**src/rtl/alu_pkg.sv**
```systemverilog
// Shared definitions for the sequential ALU: default width, opcodes and FSM states.
package alu_pkg;

    localparam int unsigned ALU_WIDTH = 16;

    localparam logic [2:0] OP_PASSB = 3'd0;
    localparam logic [2:0] OP_ADD   = 3'd1;
    localparam logic [2:0] OP_SUB   = 3'd2;
    localparam logic [2:0] OP_MUL   = 3'd3;
    localparam logic [2:0] OP_INC   = 3'd4;
    localparam logic [2:0] OP_DEC   = 3'd5;
    localparam logic [2:0] OP_AND   = 3'd6;

    typedef enum logic [1:0] {
        IDLE = 2'd0,
        MUL  = 2'd1,
        DONE = 2'd2
    } alu_state_e;

endpackage

```
**src/rtl/shift_add_mul.sv**
```systemverilog
// Iterative shift-add multiplier, one partial product per step.
// Ports: clock, reset (async, active-high), load (latch a/b and clear),
//        step_en (perform one step), last (current step is the final one),
//        product (accumulator value after the current step, combinational).
module shift_add_mul #(
    parameter int unsigned WIDTH = 16,
    parameter int unsigned CNT_W = 5
) (
    input  logic                 clock,
    input  logic                 reset,
    input  logic                 load,
    input  logic [WIDTH-1:0]     a,
    input  logic [WIDTH-1:0]     b,
    input  logic                 step_en,
    output logic                 last,
    output logic [2*WIDTH-1:0]   product
);

    logic [2*WIDTH-1:0] mcand_q;
    logic [WIDTH-1:0]   mplier_q;
    logic [2*WIDTH-1:0] acc_q;
    logic [CNT_W-1:0]   cnt_q;

    // Accumulator value after this step; the parent samples it on the last step.
    always_comb begin
        product = acc_q;
        if (mplier_q[0]) begin
            product = acc_q + mcand_q;
        end
    end

    assign last = (cnt_q == CNT_W'(WIDTH - 1));

    // Multiplier state: load clears, each step consumes one multiplier bit.
    always_ff @(posedge clock or posedge reset) begin
        if (reset) begin
            mcand_q  <= '0;
            mplier_q <= '0;
            acc_q    <= '0;
            cnt_q    <= '0;
        end else if (load) begin
            mcand_q  <= {{WIDTH{1'b0}}, a};
            mplier_q <= b;
            acc_q    <= '0;
            cnt_q    <= '0;
        end else if (step_en) begin
            acc_q    <= product;
            mcand_q  <= mcand_q << 1;
            mplier_q <= mplier_q >> 1;
            cnt_q    <= cnt_q + CNT_W'(1);
        end
    end

endmodule

```
**src/rtl/alu_seq.sv**
```systemverilog
// Multi-cycle ALU feeding the accumulator. Single-cycle ops finish one edge after
// start; MUL runs WIDTH shift-add steps. done pulses for one cycle per completed op.
// Ports: clock, reset (async, active-high), start/op/wb/a_in/b_in (request),
//        busy (MUL in progress), done (result valid), alu_to_ac (done & write-back),
//        alu_out/zero/ovf (result and flags, held between completions).
module alu_seq
    import alu_pkg::*;
#(
    parameter int unsigned WIDTH = ALU_WIDTH,
    parameter int unsigned CNT_W = 5
) (
    input  logic             clock,
    input  logic             reset,
    input  logic             start,
    input  logic [2:0]       op,
    input  logic             wb,
    input  logic [WIDTH-1:0] a_in,
    input  logic [WIDTH-1:0] b_in,
    output logic             busy,
    output logic             done,
    output logic             alu_to_ac,
    output logic [WIDTH-1:0] alu_out,
    output logic             zero,
    output logic             ovf
);

    alu_state_e state_q, state_d;

    logic             pend_q;
    logic [2:0]       op_q;
    logic [WIDTH-1:0] a_q, b_q;
    logic             wb_q;

    logic             mul_load_c, step_c, fin_c, fin_mul_c, latch_c, use_pend_c, wb_fin_c;
    logic             last_c;
    logic [2*WIDTH-1:0] product_c;

    logic [2:0]       op_sel_c;
    logic [WIDTH-1:0] a_sel_c, b_sel_c;
    logic [WIDTH:0]   ext_c;
    logic [WIDTH-1:0] res_c;
    logic             ovf_c;

    shift_add_mul #(
        .WIDTH (WIDTH),
        .CNT_W (CNT_W)
    ) u_mul (
        .clock   (clock),
        .reset   (reset),
        .load    (mul_load_c),
        .a       (a_in),
        .b       (b_in),
        .step_en (step_c),
        .last    (last_c),
        .product (product_c)
    );

    // State register.
    always_ff @(posedge clock or posedge reset) begin
        if (reset) begin
            state_q <= IDLE;
        end else begin
            state_q <= state_d;
        end
    end

    // Next state and control. A single-cycle op accepted in DONE is parked and
    // executed from IDLE on the following edge, so back-to-back ops complete every
    // other cycle and each completion gets its own done pulse.
    always_comb begin
        state_d    = state_q;
        mul_load_c = 1'b0;
        step_c     = 1'b0;
        fin_c      = 1'b0;
        fin_mul_c  = 1'b0;
        latch_c    = 1'b0;
        use_pend_c = 1'b0;
        wb_fin_c   = wb;
        case (state_q)
            IDLE: begin
                if (pend_q) begin
                    use_pend_c = 1'b1;
                    fin_c      = 1'b1;
                    wb_fin_c   = wb_q;
                    state_d    = DONE;
                end else if (start) begin
                    if (op == OP_MUL) begin
                        mul_load_c = 1'b1;
                        state_d    = MUL;
                    end else begin
                        fin_c   = 1'b1;
                        state_d = DONE;
                    end
                end
            end
            MUL: begin
                step_c = 1'b1;
                if (last_c) begin
                    fin_c     = 1'b1;
                    fin_mul_c = 1'b1;
                    wb_fin_c  = wb_q;
                    state_d   = DONE;
                end
            end
            DONE: begin
                state_d = IDLE;
                if (start) begin
                    if (op == OP_MUL) begin
                        mul_load_c = 1'b1;
                        state_d    = MUL;
                    end else begin
                        latch_c = 1'b1;
                    end
                end
            end
            default: state_d = IDLE;
        endcase
    end

    // Result and flag selection: multiplier product or single-cycle datapath.
    always_comb begin
        op_sel_c = use_pend_c ? op_q : op;
        a_sel_c  = use_pend_c ? a_q  : a_in;
        b_sel_c  = use_pend_c ? b_q  : b_in;
        ext_c    = '0;
        res_c    = '0;
        ovf_c    = 1'b0;
        if (fin_mul_c) begin
            res_c = product_c[WIDTH-1:0];
            ovf_c = |product_c[2*WIDTH-1:WIDTH];
        end else begin
            case (op_sel_c)
                OP_PASSB: res_c = b_sel_c;
                OP_ADD:   ext_c = {1'b0, a_sel_c} + {1'b0, b_sel_c};
                OP_SUB:   ext_c = {1'b0, a_sel_c} - {1'b0, b_sel_c};
                OP_INC:   ext_c = {1'b0, a_sel_c} + (WIDTH+1)'(1);
                OP_DEC:   ext_c = {1'b0, a_sel_c} - (WIDTH+1)'(1);
                OP_AND:   res_c = a_sel_c & b_sel_c;
                default:  res_c = '0;
            endcase
            // Carry/borrow lands in the extension bit for all four arithmetic ops.
            if (op_sel_c == OP_ADD || op_sel_c == OP_SUB ||
                op_sel_c == OP_INC || op_sel_c == OP_DEC) begin
                res_c = ext_c[WIDTH-1:0];
                ovf_c = ext_c[WIDTH];
            end
        end
    end

    // Output registers and parked-request registers.
    always_ff @(posedge clock or posedge reset) begin
        if (reset) begin
            busy      <= 1'b0;
            done      <= 1'b0;
            alu_to_ac <= 1'b0;
            alu_out   <= '0;
            zero      <= 1'b0;
            ovf       <= 1'b0;
            pend_q    <= 1'b0;
            op_q      <= '0;
            a_q       <= '0;
            b_q       <= '0;
            wb_q      <= 1'b0;
        end else begin
            busy      <= (state_d == MUL);
            done      <= fin_c;
            alu_to_ac <= fin_c & wb_fin_c;
            pend_q    <= latch_c;
            if (fin_c) begin
                alu_out <= res_c;
                zero    <= (res_c == '0);
                ovf     <= ovf_c;
            end
            if (latch_c) begin
                op_q <= op;
                a_q  <= a_in;
                b_q  <= b_in;
            end
            if (mul_load_c || latch_c) begin
                wb_q <= wb;
            end
        end
    end

endmodule

```
**config.mk**
```make
export PLATFORM = sky130hd
export DESIGN_NAME = alu_seq
export DESIGN_NICKNAME = d
export VERILOG_FILES = /design/src/rtl/alu_pkg.sv /design/src/rtl/shift_add_mul.sv /design/src/rtl/alu_seq.sv
export SDC_FILE = /design/constraint.sdc
export NUM_CORES = 1
export LEC_CHECK = 0
export CAP_MARGIN = 20
export CORE_MARGIN = 2
export CORE_UTILIZATION = 45
export CTS_CLUSTER_SIZE = 14
export DETAILED_ROUTE_END_ITERATION = 8
export GPL_ROUTABILITY_DRIVEN = 1
export SETUP_SLACK_MARGIN = 0.1
export SYNTH_ARGS = -nofsm -noshare
export SYNTH_HDL_FRONTEND = slang
export SYNTH_HIERARCHICAL = 1
export SYNTH_SLANG_ARGS = --single-unit
```
**constraint.sdc**
```tcl
create_clock -name clock -period 5.6 [get_ports clock]
set_input_delay 1.12 -clock clock [delete_from_list [all_inputs] [get_ports clock]]
set_output_delay 1.12 -clock clock [all_outputs]
set_load 0.05 [all_outputs]
```
== Yosys cells after proc, flatten, opt, wreduce, memory -nomap -nowiden ==
Cells that the tools add are included.
W data, S select, Z words.
Word-level totals
  bits in registers: 145
  bits in latches: 0
  memory bits (writable): 0
  ROM bits: 0
  input port bits: 39
  output and inout bits: 21
  logic and storage cells: 85
  memories kept: 0
Operators by class
  add/sub/neg operators: 6
  $mul: 0
  div/mod/pow operators: 0
  order comparisons: 0
  eq/ne operators: 10
  shift operators: 0
  muxes and demuxes: 42
  bitwise logic cells: 2
  reduce and logical (&&, ||, !) cells: 9
Operators with widths (count)
  $mux W32: 5
  $mux W16: 6
  $pmux W17 S4: 1
  $add A32 B32 Y32: 1
  $pmux W16 S2: 1
  $mux W1: 18
  $add A16 B1 Y17 const B: 1
  $add A16 B16 Y17: 1
  $sub A16 B1 Y17 const B: 1
  $sub A16 B16 Y17: 1
  $and A16 B16 Y16: 1
  $logic_not A16 Y1: 1
  $reduce_or A16 Y1: 1
  $mux W5: 2
  $eq A3 B3 Y1 const B: 3
  $mux W2: 4
  $eq A3 B2 Y1 const B: 2
  $pmux W1 S2: 3
  $pmux W2 S3: 1
  $add A5 B1 Y5 const B: 1
  $eq A5 B4 Y1 const B: 1
  $eq A2 B1 Y1 const B: 2
  $logic_or A1 B1 Y1: 4
  $eq A3 B1 Y1 const B: 1
  other kinds (6): 6

== Longest topological paths before layout ==
Gate-level depths: netlist of the first run.
  word-level depth: 10
  gate-level depth with buffers: 23

== Cells and area by module ==
The synthesis of the first run kept the hierarchy.
By module, submodules not included
  shift_add_mul: times used 1, cells an instance 622, area an instance 5715.5 µm², sequential area each 2127.0 µm²
  alu_seq: times used 1, cells an instance 570, area an instance 4807.1 µm², sequential area each 1501.4 µm²

== Least setup slack after synthesis of the first run ==
No wires, ideal clock.
  kind: input-to-reg
  start point: input port op[0]
  end point: register zero
  arrival: 4.550 ns
  data required time: 5.478 ns
  path slack: 0.928 ns
  cell stages on the path: 15
  buffers on the path: 2
  cells stage by stage: clkbuf_1 > or3b_2 > o21ai_1 > clkbuf_1 > nor2_1 > a21oi_1 > o21ai_0 > ha_1 > nand4_1 > o221ai_1 > a21oi_1 > or4_1 > a41o_1 > and4_1 > a32o_1
On the way
  cells in the longest elaborated chain, start to end: 8
RTL lines
  start, declared: line alu_seq.sv:15  | input logic [2:0] op,
  parallel branches: the longest is 8 deep, another holds $pmux W17 S4
  end signal, assigned: line alu_seq.sv:171  | zero <= (res_c == '0);
  end, declared: line alu_seq.sv:23  | output logic zero,
Several ways; the timed one is not identified.
A chain may end at the register's enable or synchronous reset.

== Worst setup path after layout of the first run ==
  start point: register state_q[0]
  end point: register zero
On the way
  cells in the longest elaborated chain, start to end: 10
RTL lines
  start, declared: line alu_seq.sv:27  | alu_state_e state_q, state_d;
  start signal, assigned: line alu_seq.sv:63  | state_q <= state_d;
  parallel branches: the longest is 10 deep, another holds $sub A16 B1 Y17
Several ways; the timed one is not identified.

==> impl_metrics.yaml, run 1 <==
outcome:
  status: "finished, final reports clean"
clocking:
  cts_tree: "yes"
  cts_sinks: 145
  holdBufCountCts: 0
  clock_latency_ns: 0.43
  cts_buffers: 17
  clockRootBuffer: "clkbuf_16"
  clkSlewWorstSetupHoldPaths_ns: 0.07
  ctsHtreeMaxLevel: 4
  cts_buffer_depth: 2
  cts_resized: 0
  post_cts_buffers: 0
critical_path:
  worstSetupStartpointType: "flop"
  r2r_setup_slack_ns: 0.75
  cp_max_fo: 33
  cp.arrival_ns: 5.17
  cpPeakStageDelay_ns: 0.65
  path_common_cell: "a21oi_1"
  required_ns: 5.91
  worstSetupPathType: "flop to flop"
  critPathCaptureType: "flop"
  crit_slowest_cell: "or3b_4"
  crit_chain: "or3b_4 -> buf_4 -> mux2i_2 -> and3_1 -> or3_1 -> a21oi_1 -> a211o_1 -> ha_1 -> a21oi_1 -> o221ai_1 -> a21oi_1 -> o21ai_0 -> a21oi_1 -> mux2i_1 -> o21a_1 -> and2_1 -> a32o_1"
min_path:
  hold_path.class: "flop to flop"
yosys:
  synthDistinctLibCells: 83
  yosysTopAreaCell: "dfrtp_1"
  synth.ff_latch_count: 145
  yosys-top-cells-count: "nand2_1 (153), dfrtp_1 (145), nor2_1 (109)"
  ys.warnings.count: 6
  syn_inst: 1192
  synth_enable_flop_cells: 0
  netlist_area_um2: 10500
  synthArstFlopShare: 1.00
  syn-num-nets: 1283
  yosys.area.top_type_share: 0.345
  synth-seq-area-share: 0.345
  synth_area_per_cell_um2: 8.83
  ys.flop_type: "dfrtp_1"
  synth.area.top_cells: "dfrtp_1 (34%), mux2i_1 (7.5%), mux2_2 (7.0%)"
  synth_most_common_cell: "nand2_1"
timing:
  fin_crit_sh: 0.867
  setup_slack_ns: 0.745
  rsz0062_at_grt: "no"
  slew-limit-headroom: 0.269
  tightest_slew_ns: 1.09
  skew_ns: 0.0112
  slew_viol_final: 0
  setup_viol: 0
  hold_violations: 0
  min_period_ns: 4.85
  fmax_ghz: 0.206
  finalSetupTns_ns: 0
cells_and_area:
  fin_nets: 1317
  synthToLayoutAreaGrowth_pct: 14.1
  diodes: 0
  drive_gt1_frac: 0.119
floorplanning:
  core_region_area_um2: 22800
  die_h_um: 157
  die_area_um2: 24600
  ios: 60
  initial_core_util: 0.462
  placementRows: 55
  die_width_um: 157
grt:
  grt_usage: 0.244
  grt_overflow: 0
  grt_start_max_net_pins: 118
  grt_pass1_vias: 8777
  antenna_found_initial: 1
  grt_first_pass_wirelength_mm: 46.9
drt:
  antenna_left: 0
  drc_errors: 0
  avgViaCountPerCell: 5.83
  dr_total_vias: 9042
  wl_per_cell_um: 18.7
  first_pass_iters: 6
  wirelength_mm: 29.0
  drtIter0Drc: 693
flow_run:
  cap_violations: 0
pwr:
  p_leak_uw: 0.00538
  p_per_area_nw_per_um2: 582
  irDropWorstVdd_mv: 0.255
  design_power_total_uw: 6990
placed_design:
  hpwl_mm: 21.2
  pre_cts_ws_ns: 0.348
  gp_congestion: 0.960
  port_buffers: 59
-- cell families (layout without fill, tap and decap cells) --
kind of cell / Yosys count / in the layout / share of synthesized area
flip-flops: 145 / 145 / 0.345
AND/OR/NAND/NOR: 404 / 404 / 0.182
adder cells (fa/ha/maj): 52 / 52 / 0.0633
multiplexers: 149 / 149 / 0.153
AO/OA/AOI/OAI: 306 / 306 / 0.184
buffers and inverters: 95 / 142 / 0.0391
XOR/XNOR: 41 / 41 / 0.0341
-- per-stage QoR --
step	instances	util	hold WS [ns]	cell area (µm²)
global placement	1520	0.500	0.465	11400
CTS	1552	0.527	0.493	12000
finish	1552	0.527	0.485	12000
detailed placement	1520	0.500	0.475	11400
global route	1552	0.527	0.519	12000
floorplan	1192	-	0.474	10500
-- path summary, 6_finish.rpt --
check	from	to	depth (start not counted)
min in group asynchronous	reset	u_mul/mplier_q[12]	2
min reg2reg	alu_out[6]	alu_out[6]	2
max reg2reg	state_q[0]	zero	17
max in group asynchronous	reset	u_mul/acc_q[6]	3
min	alu_out[6]	alu_out[6]	2
max	state_q[0]	zero	17
-- final cells by class --
class	instances	area, µm²
Timing Repair Buffer	81	768
Clock inverter	15	186
Sequential cell	145	3630
Fill cell	2148	10800
Tap cell	313	392
Inverter	29	110
Multi-Input combinational cell	952	6500
Clock buffer	17	425
-- state kept, by name, indices dropped and copies added, names as in the netlist --
register,count
u_mul/acc_q,32
a_q,16
alu_out,16
pend_q,1
b_q,16
state_q,2
u_mul/mcand_q,32
done,1
op_q,3
zero,1
u_mul/mplier_q,16
alu_to_ac,1
busy,1
wb_q,1
u_mul/cnt_q,5
ovf,1
-- worst max-delay path, delay by kind of cell, from the launching register on --
family	cells	cell delay, ns
compound gates	9	1.75
simple gates	4	1.13
mux	2	0.57
flops	1	0.56
buf+inv	1	0.36
fa+ha+maj	1	0.35
-- report_power, final --
part | internal [µW] | total [µW] | switching, µW
Combinational | 1660 | 3880 | 2220
Sequential | 1530 | 1910 | 381
Clock | 681 | 1200 | 519
Total | 3860 | 6990 | 3120
-- routing by layer --
layer  track usage  vias to the layer above  part of all wire
li1              -                     4386                 -
met1         0.330                     4374              0.46
met2         0.390                      220              0.47
met3        0.0410                       60             0.045
met4        0.0983                        2             0.032
met5             0                        -           0.00059
-- cells in the final DEF, fill, tap and decap left out, types with 15 or more instances in the layout --
| cell type | instances |
|---|---|
| o211ai_1 | 15 |
| mux2_2 | 65 |
| buf_4 | 21 |
| nand2_1 | 153 |
| mux2i_1 | 79 |
| ha_1 | 50 |
| nor2_1 | 109 |
| nand3_1 | 27 |
| o21ai_0 | 78 |
| clkbuf_16 | 17 |
| nor3_1 | 18 |
| inv_1 | 26 |
| a21oi_1 | 92 |
| clkdlybuf4s50_1 | 59 |
| dfrtp_1 | 145 |
| a21o_1 | 23 |
| xnor2_1 | 27 |
Note: power is estimated with default switching activity, not from simulation.
==> inputs of run 2 (changes only) <==
--- a/config.mk
+++ b/config.mk
@@ -5,12 +5,10 @@
 export SDC_FILE = /design/constraint.sdc
 export NUM_CORES = 1
 export LEC_CHECK = 0
-export CAP_MARGIN = 20
-export CORE_MARGIN = 2
+export CORE_MARGIN = 1
 export CORE_UTILIZATION = 45
 export CTS_CLUSTER_SIZE = 14
 export DETAILED_ROUTE_END_ITERATION = 8
-export GPL_ROUTABILITY_DRIVEN = 1
 export SETUP_SLACK_MARGIN = 0.1
 export SYNTH_ARGS = -nofsm -noshare
 export SYNTH_HDL_FRONTEND = slang
==> impl_metrics.yaml, run 2 (synthesized netlist as in run 1, its figures left out) <==
timing:
  slew_viol_final: 0
  setup_slack_ns: 0.732
  min_period_ns: 4.87
  slew-limit-headroom: 0.259
  fmax_ghz: 0.205
  tightest_slew_ns: 1.11
  hold_violations: 0
  fin_crit_sh: 0.869
  finalSetupTns_ns: 0
  holdWs_ns: 0.485
  rsz0062_at_grt: "no"
  setup_viol: 0
  skew_ns: 0.0101
clocking:
  clock_latency_ns: 0.42
  cts_sinks: 145
  clockRootBuffer: "clkbuf_16"
  cts_resized: 0
  cts_tree: "yes"
  clkSlewWorstSetupHoldPaths_ns: 0.07
  cts_buffer_depth: 2
  ctsHtreeMaxLevel: 4
  post_cts_buffers: 0
  cts_buffers: 17
  holdBufCountCts: 0
pwr:
  p_leak_uw: 0.00535
  irDropWorstVdd_mv: 0.221
  design_power_total_uw: 6960
  p_per_area_nw_per_um2: 582
grt:
  grt_pass1_vias: 8862
  grt_overflow: 0
  grt_first_pass_wirelength_mm: 48.2
  grt_start_max_net_pins: 118
  antenna_found_initial: 0
  grt_usage: 0.256
critical_path:
  required_ns: 5.91
  cp.arrival_ns: 5.18
  critPathCaptureType: "flop"
  timing.rr.start: "state_q[0]"
  critical_path.startpoint: "op[1]"
  cp_max_fo: 26
  worstSetupStartpointType: "primary input"
  worstSetupPathType: "primary input to flop"
cells_and_area:
  fin_nets: 1317
  postLayoutCellArea_um2: 12000
  drive_gt1_frac: 0.119
  diodes: 0
  top_regs: "u_mul/acc_q: 32 flops, u_mul/mcand_q: 32 flops"
  synthToLayoutAreaGrowth_pct: 13.8
  final_common_cell: "nand2_1"
  mostFrequentLayoutCells: "nand2_1 (153), dfrtp_1 (145), nor2_1 (109)"
drt:
  drtIter0Drc: 584
  antenna_left: 0
  dr_total_vias: 9175
  drc_errors: 0
  wirelength_mm: 29.7
  wl_per_cell_um: 19.1
  first_pass_iters: 6
  avgViaCountPerCell: 5.91
floorplanning:
  die_width_um: 155
  die_h_um: 155
  ios: 60
  placementRows: 55
  die_area_um2: 24000
  initial_core_util: 0.462
  core_region_area_um2: 22800
placed_design:
  gp_congestion: 0.962
  hpwl_mm: 21.5
  pre_cts_ws_ns: 0.341
  port_buffers: 59
  place_area_um2: 11400
outcome:
  status: "finished, final reports clean"
flow_run:
  cap_violations: 0
min_path:
  min_from: "alu_out[4]"
  hold_path.class: "flop to flop"
==> run 2: cell types whose count changed in the layout (fill, tap and decap cells not counted) <==
cell	before	now
bufinv_16	2	1
clkinvlp_4	2	5
clkinv_2	1	2
inv_6	4	5
inv_8	6	2
==> run 2: final cells by class <==
cell class,instances,area (µm²)
inverters,29,110
repair buffers,81,768
flip-flops and latches,145,3630
clock buffers,17,425
clock inverters,15,148
well taps,313,392
multi-input cells,952,6500
fillers,2154,10800
==> run 2: metrics by stage <==
step	util	std cells
finish	0.526	1552
global route	0.526	1552
CTS	0.526	1552
detailed placement	0.500	1520
global placement	0.500	1520
floorplan	-	1192
==> run 2: final timing paths <==
kind / end / slack, ns / cells past startpoint
setup reg to reg: zero / 0.74 / 16
max in group asynchronous: u_mul/mcand_q[0] / 3.35 / 3
min in group asynchronous: u_mul/mcand_q[27] / 1.27 / 2
hold reg to reg: alu_out[4] / 0.49 / 2
hold / removal: alu_out[4] / 0.49 / 2
setup / recovery: zero / 0.73 / 17
==> run 2: per-layer routing <==
layer | vias to the layer above | track usage | part of all wire
li1 | 4409 | - | -
met1 | 4469 | 0.345 | 0.45
met2 | 256 | 0.425 | 0.48
met3 | 41 | 0.0376 | 0.043
met4 | 0 | 0.0764 | 0.023
met5 | - | 0 | 0
==> run 2: worst max-delay path, cell delays in order <==
cell	delay (ns)
clkdlybuf4s50_1	0.60
or3b_2	0.51
o21ai_1	0.18
buf_4	0.30
or3_1	0.15
a21oi_1	0.06
a211o_1	0.24
ha_1	0.34
a21oi_1	0.23
o221ai_1	0.13
a21oi_1	0.30
o21ai_0	0.15
a21oi_1	0.25
mux2i_1	0.11
o21a_1	0.13
and2_1	0.14
a32o_1	0.24
==> run 2: power breakdown <==
| part | total, µW | internal, µW | switching [µW] |
|---|---|---|---|
| clock | 1130 | 624 | 508 |
| sequential | 1950 | 1530 | 419 |
| combinational | 3880 | 1660 | 2220 |
| total | 6960 | 3810 | 3150 |
==> inputs of run 3 (changes only) <==
--- a/config.mk
+++ b/config.mk
@@ -9,6 +9,7 @@
 export CORE_UTILIZATION = 45
 export CTS_CLUSTER_SIZE = 14
 export DETAILED_ROUTE_END_ITERATION = 8
+export GPL_ROUTABILITY_DRIVEN = 0
 export SETUP_SLACK_MARGIN = 0.1
 export SYNTH_ARGS = -nofsm -noshare
 export SYNTH_HDL_FRONTEND = slang
==> impl_metrics.yaml, run 3 (synthesized netlist as in run 1, its figures left out) <==
clocking:
  cts_tree: "yes"
  cts_sinks: 145
  clkSlewWorstSetupHoldPaths_ns: 0.06
  cts_resized: 0
  clockRootBuffer: "clkbuf_16"
  cts_buffers: 17
  cts_buffer_depth: 2
  holdBufCountCts: 0
  post_cts_buffers: 0
  clock_latency_ns: 0.43
  ctsHtreeMaxLevel: 4
placed_design:
  place_area_um2: 11400
  place_inst: 1519
  port_buffers: 59
  hpwl_mm: 21.0
pwr:
  seq_power_share: 0.273
  swShare: 0.443
  combPwrFrac: 0.553
  p_switching_uw: 3120
  irDropWorstVdd_mv: 0.231
  p_int_uw: 3920
  p_leak_uw: 0.00538
  p_per_area_nw_per_um2: 585
  pwr-share-clk: 0.174
  design_power_total_uw: 7030
drt:
  drc_errors: 0
  drtIter0Drc: 581
  first_pass_iters: 5
  wirelength_mm: 29.2
  avgViaCountPerCell: 5.83
  antenna_left: 0
  dr_total_vias: 9036
  wl_per_cell_um: 18.8
critical_path:
  cp.arrival_ns: 5.10
  cpPeakStageDelay_ns: 0.60
  worstSetupStartpointType: "primary input"
  critPathBufInv: 2
  path_common_cell: "a21oi_1"
  worstSetupPathType: "primary input to flop"
  required_ns: 5.91
  crit_chain: "clkdlybuf4s50_1 -> or3b_2 -> o21ai_1 -> buf_4 -> or3_1 -> a21oi_1 -> a211o_1 -> ha_1 -> a21oi_1 -> o221ai_1 -> a21oi_1 -> o21ai_0 -> a21oi_1 -> mux2i_1 -> o21a_1 -> and2_1 -> a32o_1"
  critPathCaptureType: "flop"
  cp_max_fo: 13
  critPathTopFamily: "compound AO/OA/AOI/OAI gates"
  rr_worst_depth: 17
  path_depth: 17
  crit_slowest_cell: "clkdlybuf4s50_1"
min_path:
  worstHoldPathCells: 2
  hold_path.class: "flop to flop"
cells_and_area:
  final_common_cell: "nand2_1"
  stdcell_count: 1551
  diodes: 0
  fin_nets: 1316
  drive_gt1_frac: 0.119
  top_regs: "u_mul/acc_q: 32 flops, u_mul/mcand_q: 32 flops"
  mostFrequentLayoutCells: "nand2_1 (153), dfrtp_1 (145), nor2_1 (109)"
  synthToLayoutAreaGrowth_pct: 14.2
  postLayoutCellArea_um2: 12000
floorplanning:
  placementRows: 55
  die_width_um: 155
  ios: 60
  core_region_area_um2: 22800
  die_area_um2: 24000
  die_h_um: 155
  initial_core_util: 0.462
grt:
  grt_pass1_vias: 8733
  grt_first_pass_wirelength_mm: 47.0
  grt_overflow: 0
  antenna_found_initial: 0
  grt_start_max_net_pins: 118
  grt_usage: 0.251
outcome:
  status: "finished, final reports clean"
timing:
  min_period_ns: 4.79
  fin_crit_sh: 0.855
  holdWs_ns: 0.474
  tightest_slew_ns: 1.07
  finalSetupTns_ns: 0
  hold_violations: 0
  skew_ns: 0.0141
  setup_viol: 0
  fmax_ghz: 0.209
  slew-limit-headroom: 0.284
  rsz0062_at_grt: "no"
  slew_viol_final: 0
flow_run:
  cap_violations: 0
## run 3: changes by cell type in the layout (fill, tap and decap cells not counted)
cell | before | now
buf_4 | 21 | 20
clkinvlp_4 | 5 | 1
clkbuf_8 | 0 | 2
clkinv_4 | 1 | 4
inv_8 | 2 | 1
bufinv_16 | 1 | 3
inv_6 | 5 | 3
## run 3: path summary, 6_finish.rpt
kind / startpoint / end / slack, ns
min: alu_out[4] / alu_out[4] / 0.47
min reg2reg: alu_out[4] / alu_out[4] / 0.47
min in group asynchronous: reset / u_mul/acc_q[26] / 1.16
max: op[1] / zero / 0.81
max reg2reg: state_q[0] / zero / 0.89
max in group asynchronous: reset / u_mul/mcand_q[10] / 3.39
## run 3: layout make-up
class                           count  area, µm²
Timing Repair Buffer               80        761
Fill cell                        2160      10800
Clock buffer                       19        453
Inverter                           29        110
Multi-Input combinational cell    952       6500
Tap cell                          313        392
Clock inverter                     13        175
Sequential cell                   145       3630
## run 3: metrics by stage
stage	utilization	setup slack (ns)
finish	0.528	0.811
detailed placement	0.500	0.450
floorplan	-	0.928
global route	0.528	0.592
global placement	0.500	0.536
CTS	0.528	0.869
## run 3: per-layer routing
layer / track usage / share of wire
met4: 0.0825 / 0.021
met5: 0 / 0
met1: 0.333 / 0.45
met3: 0.0401 / 0.052
met2: 0.418 / 0.48
## run 3: tightest hold or removal path, stage by stage (launching register included)
cell	delay [ns]
dfrtp_1	0.34
nand2_1	0.05
nand2_1	0.05
## run 3: power groups by stage
stage          clock, µW  combinational (µW)  sequential, µW
5_1_grt             1290                4280            1990
2_1_floorplan          0                2800            2030
6_report            1230                3890            1920
3_3_place_gp           0                3800            1920
3_5_place_dp           0                3860            1930
4_1_cts             1250                3880            1920
